## config.mk

```make
export PLATFORM = sky130hd
export DESIGN_NAME = div_unit
export DESIGN_NICKNAME = d
export VERILOG_FILES = /design/src/rtl/div_unit.sv
export SDC_FILE = /design/constraint.sdc
export NUM_CORES = 1
export LEC_CHECK = 0
export CORE_MARGIN = 10
export CORE_UTILIZATION = 58
export DETAILED_ROUTE_END_ITERATION = 12
export PLACE_DENSITY = 0.77
export RECOVER_POWER = 50
export SLEW_MARGIN = 20
export SYNTH_ARGS = -nofsm -noshare
export SYNTH_HDL_FRONTEND = slang
export SYNTH_SLANG_ARGS = --single-unit
```

## constraint.sdc

```tcl
create_clock -name clk -period 5.8 [get_ports clk]
set_input_delay 1.16 -clock clk [delete_from_list [all_inputs] [get_ports clk]]
set_output_delay 1.16 -clock clk [all_outputs]
set_load 0.05 [all_outputs]
```

## src/rtl/div_unit.sv

```systemverilog
// Multi-cycle radix-2 restoring divider for the EX-stage DIV/DIVU start/ready handshake.
// Optional feature macro: DIV_EARLY_OUT_EN (skip iteration when |dividend| < |divisor|).
module div_unit #(
    parameter int WIDTH = 32
) (
    input  logic               clk,
    input  logic               rst,
    input  logic               signed_div_i,
    input  logic [WIDTH-1:0]   opdata1_i,
    input  logic [WIDTH-1:0]   opdata2_i,
    input  logic               start_i,
    input  logic               annul_i,
    output logic [2*WIDTH-1:0] result_o,
    output logic               ready_o,
    output logic               busy_o
);
    localparam int CW = $clog2(WIDTH) + 1;
    localparam logic [WIDTH-1:0] ONE = WIDTH'(1);

    typedef enum logic [1:0] {IDLE, ZERO, RUN, DONE} state_t;

    state_t           state;
    logic [CW-1:0]    cnt;
    logic [WIDTH-1:0] dvd, dvs, rem, quo;
    logic             neg_q, neg_r;

    logic [WIDTH-1:0] mag_a, mag_b;
    logic [WIDTH:0]   shifted, trial;
    logic             q_bit;
    logic [WIDTH-1:0] rem_next, quo_next, q_fix, r_fix;

    assign mag_a = (signed_div_i && opdata1_i[WIDTH-1]) ? ~opdata1_i + ONE : opdata1_i;
    assign mag_b = (signed_div_i && opdata2_i[WIDTH-1]) ? ~opdata2_i + ONE : opdata2_i;

    // Partial remainder is WIDTH+1 bits only transiently; the kept value is always < divisor.
    assign shifted  = {rem, dvd[WIDTH-1]};
    assign trial    = shifted - {1'b0, dvs};
    assign q_bit    = ~trial[WIDTH];
    assign rem_next = q_bit ? trial[WIDTH-1:0] : shifted[WIDTH-1:0];
    assign quo_next = {quo[WIDTH-2:0], q_bit};
    assign q_fix    = neg_q ? ~quo_next + ONE : quo_next;
    assign r_fix    = neg_r ? ~rem_next + ONE : rem_next;

    assign busy_o = (state == RUN) || (state == ZERO);

`ifdef DIV_EARLY_OUT_EN
    logic early;
    assign early = mag_a < mag_b;
`endif

    always_ff @(posedge clk) begin
        if (rst) begin
            state    <= IDLE;
            cnt      <= '0;
            dvd      <= '0;
            dvs      <= '0;
            rem      <= '0;
            quo      <= '0;
            neg_q    <= 1'b0;
            neg_r    <= 1'b0;
            result_o <= '0;
            ready_o  <= 1'b0;
        end else begin
            case (state)
                IDLE: begin
                    if (start_i && !annul_i) begin
                        if (opdata2_i == '0) begin
                            state <= ZERO;
                        end
`ifdef DIV_EARLY_OUT_EN
                        else if (early) begin
                            state    <= DONE;
                            result_o <= {opdata1_i, {WIDTH{1'b0}}};
                            ready_o  <= 1'b1;
                        end
`endif
                        else begin
                            state <= RUN;
                            dvd   <= mag_a;
                            dvs   <= mag_b;
                            rem   <= '0;
                            quo   <= '0;
                            cnt   <= '0;
                            neg_q <= signed_div_i & (opdata1_i[WIDTH-1] ^ opdata2_i[WIDTH-1]);
                            neg_r <= signed_div_i & opdata1_i[WIDTH-1];
                        end
                    end
                end
                ZERO: begin
                    result_o <= '0;
                    ready_o  <= 1'b1;
                    state    <= DONE;
                end
                RUN: begin
                    if (annul_i || !start_i) begin
                        state    <= IDLE;
                        result_o <= '0;
                        ready_o  <= 1'b0;
                    end else begin
                        dvd <= dvd << 1;
                        rem <= rem_next;
                        quo <= quo_next;
                        cnt <= cnt + CW'(1);
                        if (cnt == CW'(WIDTH - 1)) begin
                            result_o <= {r_fix, q_fix};
                            ready_o  <= 1'b1;
                            state    <= DONE;
                        end
                    end
                end
                DONE: begin
                    if (!start_i || annul_i) begin
                        state    <= IDLE;
                        result_o <= '0;
                        ready_o  <= 1'b0;
                    end
                end
                default: state <= IDLE;
            endcase
        end
    end
endmodule
```

==> qor.log, run 1 <==
INFO  final_layout   fill_cells=1,917
INFO  logic_synthesis synth_enable_flop_cells=0
INFO  timing         slew_headroom=-20.58%
INFO  placed_design  dp_slack=0.9075ns
INFO  timing         finalHoldViolCount=0
INFO  critical_path  cp_max_fo=54
INFO  critical_path  worst_path_max_delay_cell=sky130_fd_sc_hd__nor4_1
INFO  logic_synthesis seq_area_frac_synth=31.70%
INFO  power_and_ir_drop irDropWorstVdd=0.2109mV
INFO  timing         worst_slew_pin_slew=1.805ns
INFO  critical_path  crit_path_cell_trace=clkdlybuf4s50_1, or4_1, or4_1, or3_1, nor4_1, nand2b_1, or2_0, buf_4, nor2_1, a211oi_1
INFO  die            io-pin-count=135
INFO  clock_network  cts_made_buffers=23
INFO  grt            via_count_of_the_first_global_routing_pass=11.43k
INFO  clock_network  clock_path_buffers=3
INFO  timing         totalNegativeSetupSlack=0ns
INFO  grt            overflow=0
INFO  die            die_y=168.3microns
INFO  critical_path  critPathMaxStageDelay=1.27ns
INFO  timing         setup_viol=0
INFO  worst_hold_path timing.hold.worst.class=flip-flop to flip-flop
INFO  clock_network  ctsRootBufferMaster=sky130_fd_sc_hd__clkbuf_16
INFO  clock_network  cts.sink_count=202
INFO  logic_synthesis post_synth_num_cell_types=83
INFO  critical_path  crit_top_cell=sky130_fd_sc_hd__or4_1
INFO  die            core_area=0.02176sqmm
INFO  detailed_routing drcViolationCount=0
INFO  clock_network  clk_transition_reported_paths=0.05ns
INFO  logic_synthesis dominantRegCellSynth=sky130_fd_sc_hd__dfxtp_1
INFO  logic_synthesis post_synth_instance_area=0.01275sqmm
INFO  outcome        status=finished, violations left
INFO  critical_path  critPathKind=input port to flip-flop
INFO  logic_synthesis yosys_register_bits=202
INFO  die            die_span_x=168.3microns
INFO  placed_design  hpwl=26,320microns
INFO  placed_design  placedInstanceArea=0.01411sqmm
INFO  detailed_routing drtAntennaViolNets=0
INFO  timing         maxSlewViolCount=91
INFO  power_and_ir_drop power.density=345.2mW/mm^2
INFO  grt            maximum_number_of_pins_on_one_net_before_global_route_repair=105
INFO  job            maxCapViolCount=3
INFO  critical_path  critical_path_arrival=5.58ns
INFO  power_and_ir_drop p_leak=5.678nW
INFO  logic_synthesis synth_warnings=0
INFO  final_layout   finish.net_count=1,859
INFO  timing         layout_worst_path_cycle_share=89.14%
INFO  timing         rsz0062_at_grt=no
INFO  die            fp.dieArea=0.02832sqmm
INFO  placed_design  numPortBuffers=134
INFO  final_layout   fraction_of_layout_cells_with_a_size_suffix_above_1=5.048%
INFO  critical_path  timing.critical_path.to_type=flip-flop
INFO  critical_path  critPathRequiredTime=6.21ns
INFO  detailed_routing dr_total_vias=12.28k
INFO  die            std_cell_rows=54
INFO  detailed_routing routed_via_density=6.013
INFO  grt            antenna_found_initial=0
INFO  final_layout   design_area=0.01482sqmm
INFO  logic_synthesis synthesis.instances=1,679
INFO  clock_network  post-cts-setup-buffer-count=0
INFO  timing         max_freq=193.4MHz
INFO  placed_design  routabilityCongestion=0.9493
INFO  clock_network  postCtsHoldBufs=0
INFO  timing         post-route-min-period=5.170ns
INFO  grt            first_pass_grt_wire_length=58,700microns
INFO  timing         timing.clock.skew=0.01392ns
INFO  logic_synthesis ffs_w_async_s_r_synth=0%
INFO  grt            grt_util_all_layers=24.05%
INFO  die            initial_core_util=58.63%
INFO  detailed_routing initial_drt_markers=1,341
INFO  power_and_ir_drop p_total=5.117mW
INFO  clock_network  insertion_delay=0.52ns
INFO  clock_network  tritoncts=done
INFO  final_layout   area_growth_syn_to_layout=16.22%
INFO  final_layout   antenna_cells_inserted=0
INFO  detailed_routing wl_per_cell=17.46microns
INFO  clock_network  cts_max_level=1
INFO  clock_network  cts.repair.resized=0
INFO  critical_path  start_kind=input port
INFO  outcome        violations=capacitance limit, slew limit
INFO  timing         final.setup.worst_slack=0.6300ns
INFO  detailed_routing 1st_pass_router_iterations=6
INFO  logic_synthesis syn-num-nets=1,790
INFO  detailed_routing postRouteWirelength=35,660microns
INFO  logic_synthesis synth.avg_cell_area=7.597squm
==> layout make-up <==
cell class	count	area [sq um]	share of cell area, %
multi-input combinational	1313	7991	53.91
sequential	202	4044	27.28
timing repair buffer	149	1460	9.851
clock buffer	30	641.9	4.330
tap	280	350.3	2.363
inverter	59	221.5	1.494
clock inverter	10	113.9	0.7681
==> logic make-up after synthesis <==
kind of cell,Yosys count,synth area share [%]
AND/OR/NAND/NOR,628,22.59
AO/OA/AOI/OAI,475,24.22
flip-flops,202,31.70
buffers and inverters,164,5.493
XOR/XNOR,143,9.819
adder cells (fa/ha/maj),42,4.179
multiplexers,25,1.991
==> flip-flops by register name, indices dropped and copies added (netlist names) <==
signal	count
dvs	32
rem	32
quo	31
neg_q	1
state	2
ready_o	1
result_o	64
dvd	32
neg_r	1
cnt	6
==> worst paths after layout <==
path | startpoint | slack, ns | cells after the start | endpoint
max | opdata2_i[18] | 0.63 | 10 | dvs[20]
min | result_o[61] | 0.44 | 2 | result_o[61]
max reg2reg | dvd[31] | 0.79 | 21 | result_o[56]
min reg2reg | result_o[61] | 0.44 | 2 | result_o[61]
==> stage by stage <==
step	instances	utilization, %	hold WS, ns
final	2043	68.13	0.4386
after CTS	2043	68.35	0.4473
after global placement	2003	64.88	0.4353
after global routing	2043	68.13	0.4668
after floorplan	1679	-	0.4319
after detailed placement	2003	64.88	0.4399
==> routing by layer <==
metal	GRT usage (%)	wire length, microns	up-vias
met2	36.24	15350	460
li1	-	-	6079
met1	35.12	16650	5694
met3	3.958	3086	51
met5	0	0	-
met4	5.072	567	0
==> Yosys cell counts, types with 11 or more instances <==
master / instances / area (sq um)
sky130_fd_sc_hd__nand3_1: 47 / 235.2
sky130_fd_sc_hd__xor2_1: 49 / 429.2
sky130_fd_sc_hd__a22oi_1: 49 / 367.9
sky130_fd_sc_hd__buf_2: 25 / 125.1
sky130_fd_sc_hd__dfxtp_1: 202 / 4044
sky130_fd_sc_hd__o21ai_0: 107 / 535.5
sky130_fd_sc_hd__xnor2_1: 94 / 823.3
sky130_fd_sc_hd__a21oi_1: 147 / 735.7
sky130_fd_sc_hd__o21a_1: 13 / 97.59
sky130_fd_sc_hd__nor3_1: 29 / 145.1
sky130_fd_sc_hd__o31ai_1: 26 / 195.2
sky130_fd_sc_hd__inv_1: 58 / 217.7
sky130_fd_sc_hd__nand4_1: 17 / 106.4
sky130_fd_sc_hd__mux2i_1: 22 / 220.2
sky130_fd_sc_hd__nor4_1: 24 / 150.1
sky130_fd_sc_hd__clkbuf_1: 61 / 229.0
sky130_fd_sc_hd__ha_1: 41 / 513.0
sky130_fd_sc_hd__nor2_1: 187 / 701.9
sky130_fd_sc_hd__nand2_1: 244 / 915.9
sky130_fd_sc_hd__a211oi_1: 31 / 232.7
sky130_fd_sc_hd__or3_1: 13 / 81.33
sky130_fd_sc_hd__o41ai_1: 11 / 96.34
sky130_fd_sc_hd__or4_1: 14 / 105.1
==> power by group <==
| part | switching, mW | leakage (nW) | internal (mW) |
|---|---|---|---|
| registers | 0.0495 | 1.63 | 1.48 |
| logic | 1.43 | 3.66 | 0.705 |
| clock network | 0.586 | 0.378 | 0.870 |
==> critical path, delay by kind of cell <==
family,cells,cell delay [ns]
AO/OA/AOI/OAI,1,0.22
buffers and inverters,2,0.91
AND/OR/NAND/NOR,7,3.25
==> placed cells by master (no fill, tap or decap), drive strengths merged, types with 4 or more instances in the layout <==
cell type      count
a311oi             8
nor4              26
buf               15
nand4             17
ha                41
a31oi              5
inv               61
o211ai             9
a22oi             49
and2               7
dfxtp            202
nand2            244
nand3             47
or4               14
and3               7
or3               15
a21o               5
dlygate4sd3       66
a21oi            152
clkdlybuf4s50     67
o41ai             13
nand2b             6
xnor2             94
xor2              49
nor2b              8
nor2             188
clkbuf            31
o21bai             6
a222oi             4
o21a              13
o31ai             33
clkinv             6
mux2i             22
a22o               7
or2                6
o21ai            117
a211oi            33
nor3              29
(Power assumes the default switching activity.)
==> inputs of run 2 (changes only) <==
- ABC_CLOCK_PERIOD_IN_PS: unset -> 5500
- SKIP_CTS_REPAIR_TIMING: unset -> 1
- clock period: 5.8 -> 5.5 ns (I/O delays scaled with it)
==> run 2 against run 1 <==
The run still ends with capacitance limit, slew limit left. Non-clock buffer count increased by 3. Cell count about the same. Total power increased by 7.6%. Final area increased by 0.47%. Worst hold slack improved by 0.0068 ns. Count of clock-buffer cells in the layout decreased by 1. Clock skew increased by 0.0040 ns. First-iteration DRC count increased by 2.8%. Worst setup slack got worse by 0.25 ns. Combinational power increased by 7%. Sequential power increased by 5%. Critical path type unchanged. Highest routed layer unchanged.
==> qor.log, run 2 (synthesized netlist as in run 1, its figures left out) <==
INFO  power_and_ir_drop power.density=369.5mW/mm^2
INFO  timing         max_freq=195.2MHz
INFO  detailed_routing metal_1_wl=16,870microns
INFO  power_and_ir_drop power_report.internal_total=3.309mW
INFO  die            initial_core_util=58.63%
INFO  worst_hold_path timing.hold.worst_path_depth=2
INFO  critical_path  critPathKind=input port to flip-flop
INFO  detailed_routing drtAntennaViolNets=0
INFO  grt            overflow=0
INFO  grt            via_count_of_the_first_global_routing_pass=11.29k
INFO  power_and_ir_drop p_clk_share=29.5%
INFO  die            die_y=168.3microns
INFO  detailed_routing postRouteWirelength=35,790microns
INFO  detailed_routing drcViolationCount=0
INFO  grt            first_pass_grt_wire_length=58,840microns
INFO  placed_design  hpwl=26,330microns
INFO  timing         post-route-min-period=5.124ns
INFO  timing         timing.clock.skew=0.01788ns
INFO  power_and_ir_drop pwr-share-comb=41.3%
INFO  final_layout   layout.cells.most_common_list=sky130_fd_sc_hd__nand2_1, sky130_fd_sc_hd__dfxtp_1, sky130_fd_sc_hd__nor2_1, sky130_fd_sc_hd__a21oi_1, sky130_fd_sc_hd__o21ai_0
INFO  timing         final.setup.worst_slack=0.3760ns
INFO  critical_path  cp_max_fo=28
INFO  final_layout   largest_register_ffs=64
INFO  clock_network  cts_max_level=1
INFO  timing         worst_slew_pin_slew=1.687ns
INFO  detailed_routing dr_total_vias=12.31k
INFO  detailed_routing 1st_pass_router_iterations=6
INFO  outcome        violations=capacitance limit, slew limit
INFO  clock_network  clock_path_buffers=3
INFO  final_layout   area_growth_syn_to_layout=16.76%
INFO  timing         totalNegativeSetupSlack=0ns
INFO  die            die_span_x=168.3microns
INFO  clock_network  cts_made_buffers=22
INFO  final_layout   fraction_of_layout_cells_with_a_size_suffix_above_1=5.099%
INFO  critical_path  worst_r2r_path_depth=21
INFO  timing         rsz0062_at_grt=no
INFO  detailed_routing routed-wl-met3=3164microns
INFO  final_layout   finish.net_count=1,861
INFO  timing         layout_worst_path_cycle_share=93.16%
INFO  final_layout   final_common_cell=sky130_fd_sc_hd__nand2_1
INFO  power_and_ir_drop p_leak=5.694nW
INFO  clock_network  insertion_delay=0.53ns
INFO  clock_network  ctsRootBufferMaster=sky130_fd_sc_hd__clkbuf_16
INFO  worst_hold_path timing.hold.worst.class=flip-flop to flip-flop
INFO  clock_network  tritoncts=done
INFO  placed_design  dp_slack=0.6747ns
INFO  job            maxCapViolCount=1
INFO  grt            grt_util_all_layers=24.15%
INFO  critical_path  critical_path_arrival=5.50ns
INFO  die            fp.dieArea=0.02832sqmm
INFO  die            std_cell_rows=54
INFO  timing         slew_headroom=-12.46%
INFO  critical_path  timing.critical_path.to_type=flip-flop
INFO  timing         setup_viol=0
INFO  outcome        status=finished, violations left
INFO  detailed_routing met2RoutedLength=15,120microns
INFO  die            io-pin-count=135
INFO  critical_path  critPathRequiredTime=5.87ns
INFO  power_and_ir_drop irDropWorstVdd=0.3145mV
INFO  timing         finalHoldViolCount=0
INFO  final_layout   registers.top_by_ff_count=result_o
INFO  power_and_ir_drop power.switching_fraction=39.88%
INFO  power_and_ir_drop seq_power_share=29.2%
INFO  detailed_routing initial_drt_markers=1,379
INFO  grt            maximum_number_of_pins_on_one_net_before_global_route_repair=103
INFO  power_and_ir_drop net-switching-power=2.195mW
INFO  final_layout   antenna_cells_inserted=0
INFO  die            core_area=0.02176sqmm
INFO  grt            antenna_found_initial=0
INFO  timing         maxSlewViolCount=60
INFO  clock_network  cts.sink_count=202
INFO  placed_design  numPortBuffers=134
INFO  critical_path  start_kind=input port
INFO  clock_network  clk_transition_reported_paths=0.06ns
INFO  detailed_routing wl_per_cell=17.50microns
INFO  placed_design  routabilityCongestion=0.9443
INFO  detailed_routing topRoutingLayerUsed=met4
INFO  detailed_routing routed_via_density=6.022
-- run 2: worst paths after layout --
kind	slack (ns)	from	endpoint
setup / recovery	0.38	opdata2_i[18]	rem[21]
setup reg to reg	0.56	dvd[31]	result_o[54]
hold / removal	0.45	result_o[63]	result_o[63]
hold reg to reg	0.45	result_o[63]	result_o[63]
-- run 2: final cells by class --
class	instances	area, sq um
flip-flops and latches	202	4044
clock buffers	29	596.8
inverters	59	221.5
fillers	1906	6863
repair buffers	152	1480
multi-input cells	1313	8005
well taps	280	350.3
clock inverters	10	195.2
-- run 2: power groups by stage --
stage          Clock (mW)  Sequential (mW)  Combinational (mW)
6_report             1.62             1.61                2.27
5_1_grt              1.71             1.62                2.48
4_1_cts              1.64             1.61                2.25
3_5_place_dp            0             1.64                2.23
3_3_place_gp            0             1.64                2.21
2_1_floorplan           0             1.64                1.69
-- run 2: critical path, stage by stage --
cell and delay (ns):
sky130_fd_sc_hd__clkdlybuf4s50_1 0.49, sky130_fd_sc_hd__or4_1 0.55, sky130_fd_sc_hd__or4_1 0.43, sky130_fd_sc_hd__or3_1 0.43
sky130_fd_sc_hd__nor4_1 1.17, sky130_fd_sc_hd__a21oi_4 0.43, sky130_fd_sc_hd__nand2_1 0.56, sky130_fd_sc_hd__nor2_1 0.10
sky130_fd_sc_hd__a21oi_1 0.15, sky130_fd_sc_hd__nor2_1 0.05
-- run 2: layer usage --
metal / track usage [%] / vias up
met5: 0 / -
met4: 4.883 / 0
met3: 4.703 / 49
met2: 36.10 / 476
met1: 35.16 / 5681
li1: - / 6108
-- run 2: metrics by stage --
stage / std cells / utilization, % / cell area, sq um / total power [mW] / hold WS [ns]
finish: 2045 / 68.46 / 14890 / 5.504 / 0.4454
global route: 2045 / 68.46 / 14890 / 5.809 / 0.4729
CTS: 2045 / 68.62 / 14930 / 5.499 / 0.4498
detailed placement: 2006 / 64.98 / 14140 / 3.874 / 0.4405
global placement: 2006 / 64.98 / 14140 / 3.847 / 0.4340
floorplan: 1679 / - / 12750 / 3.327 / 0.4319
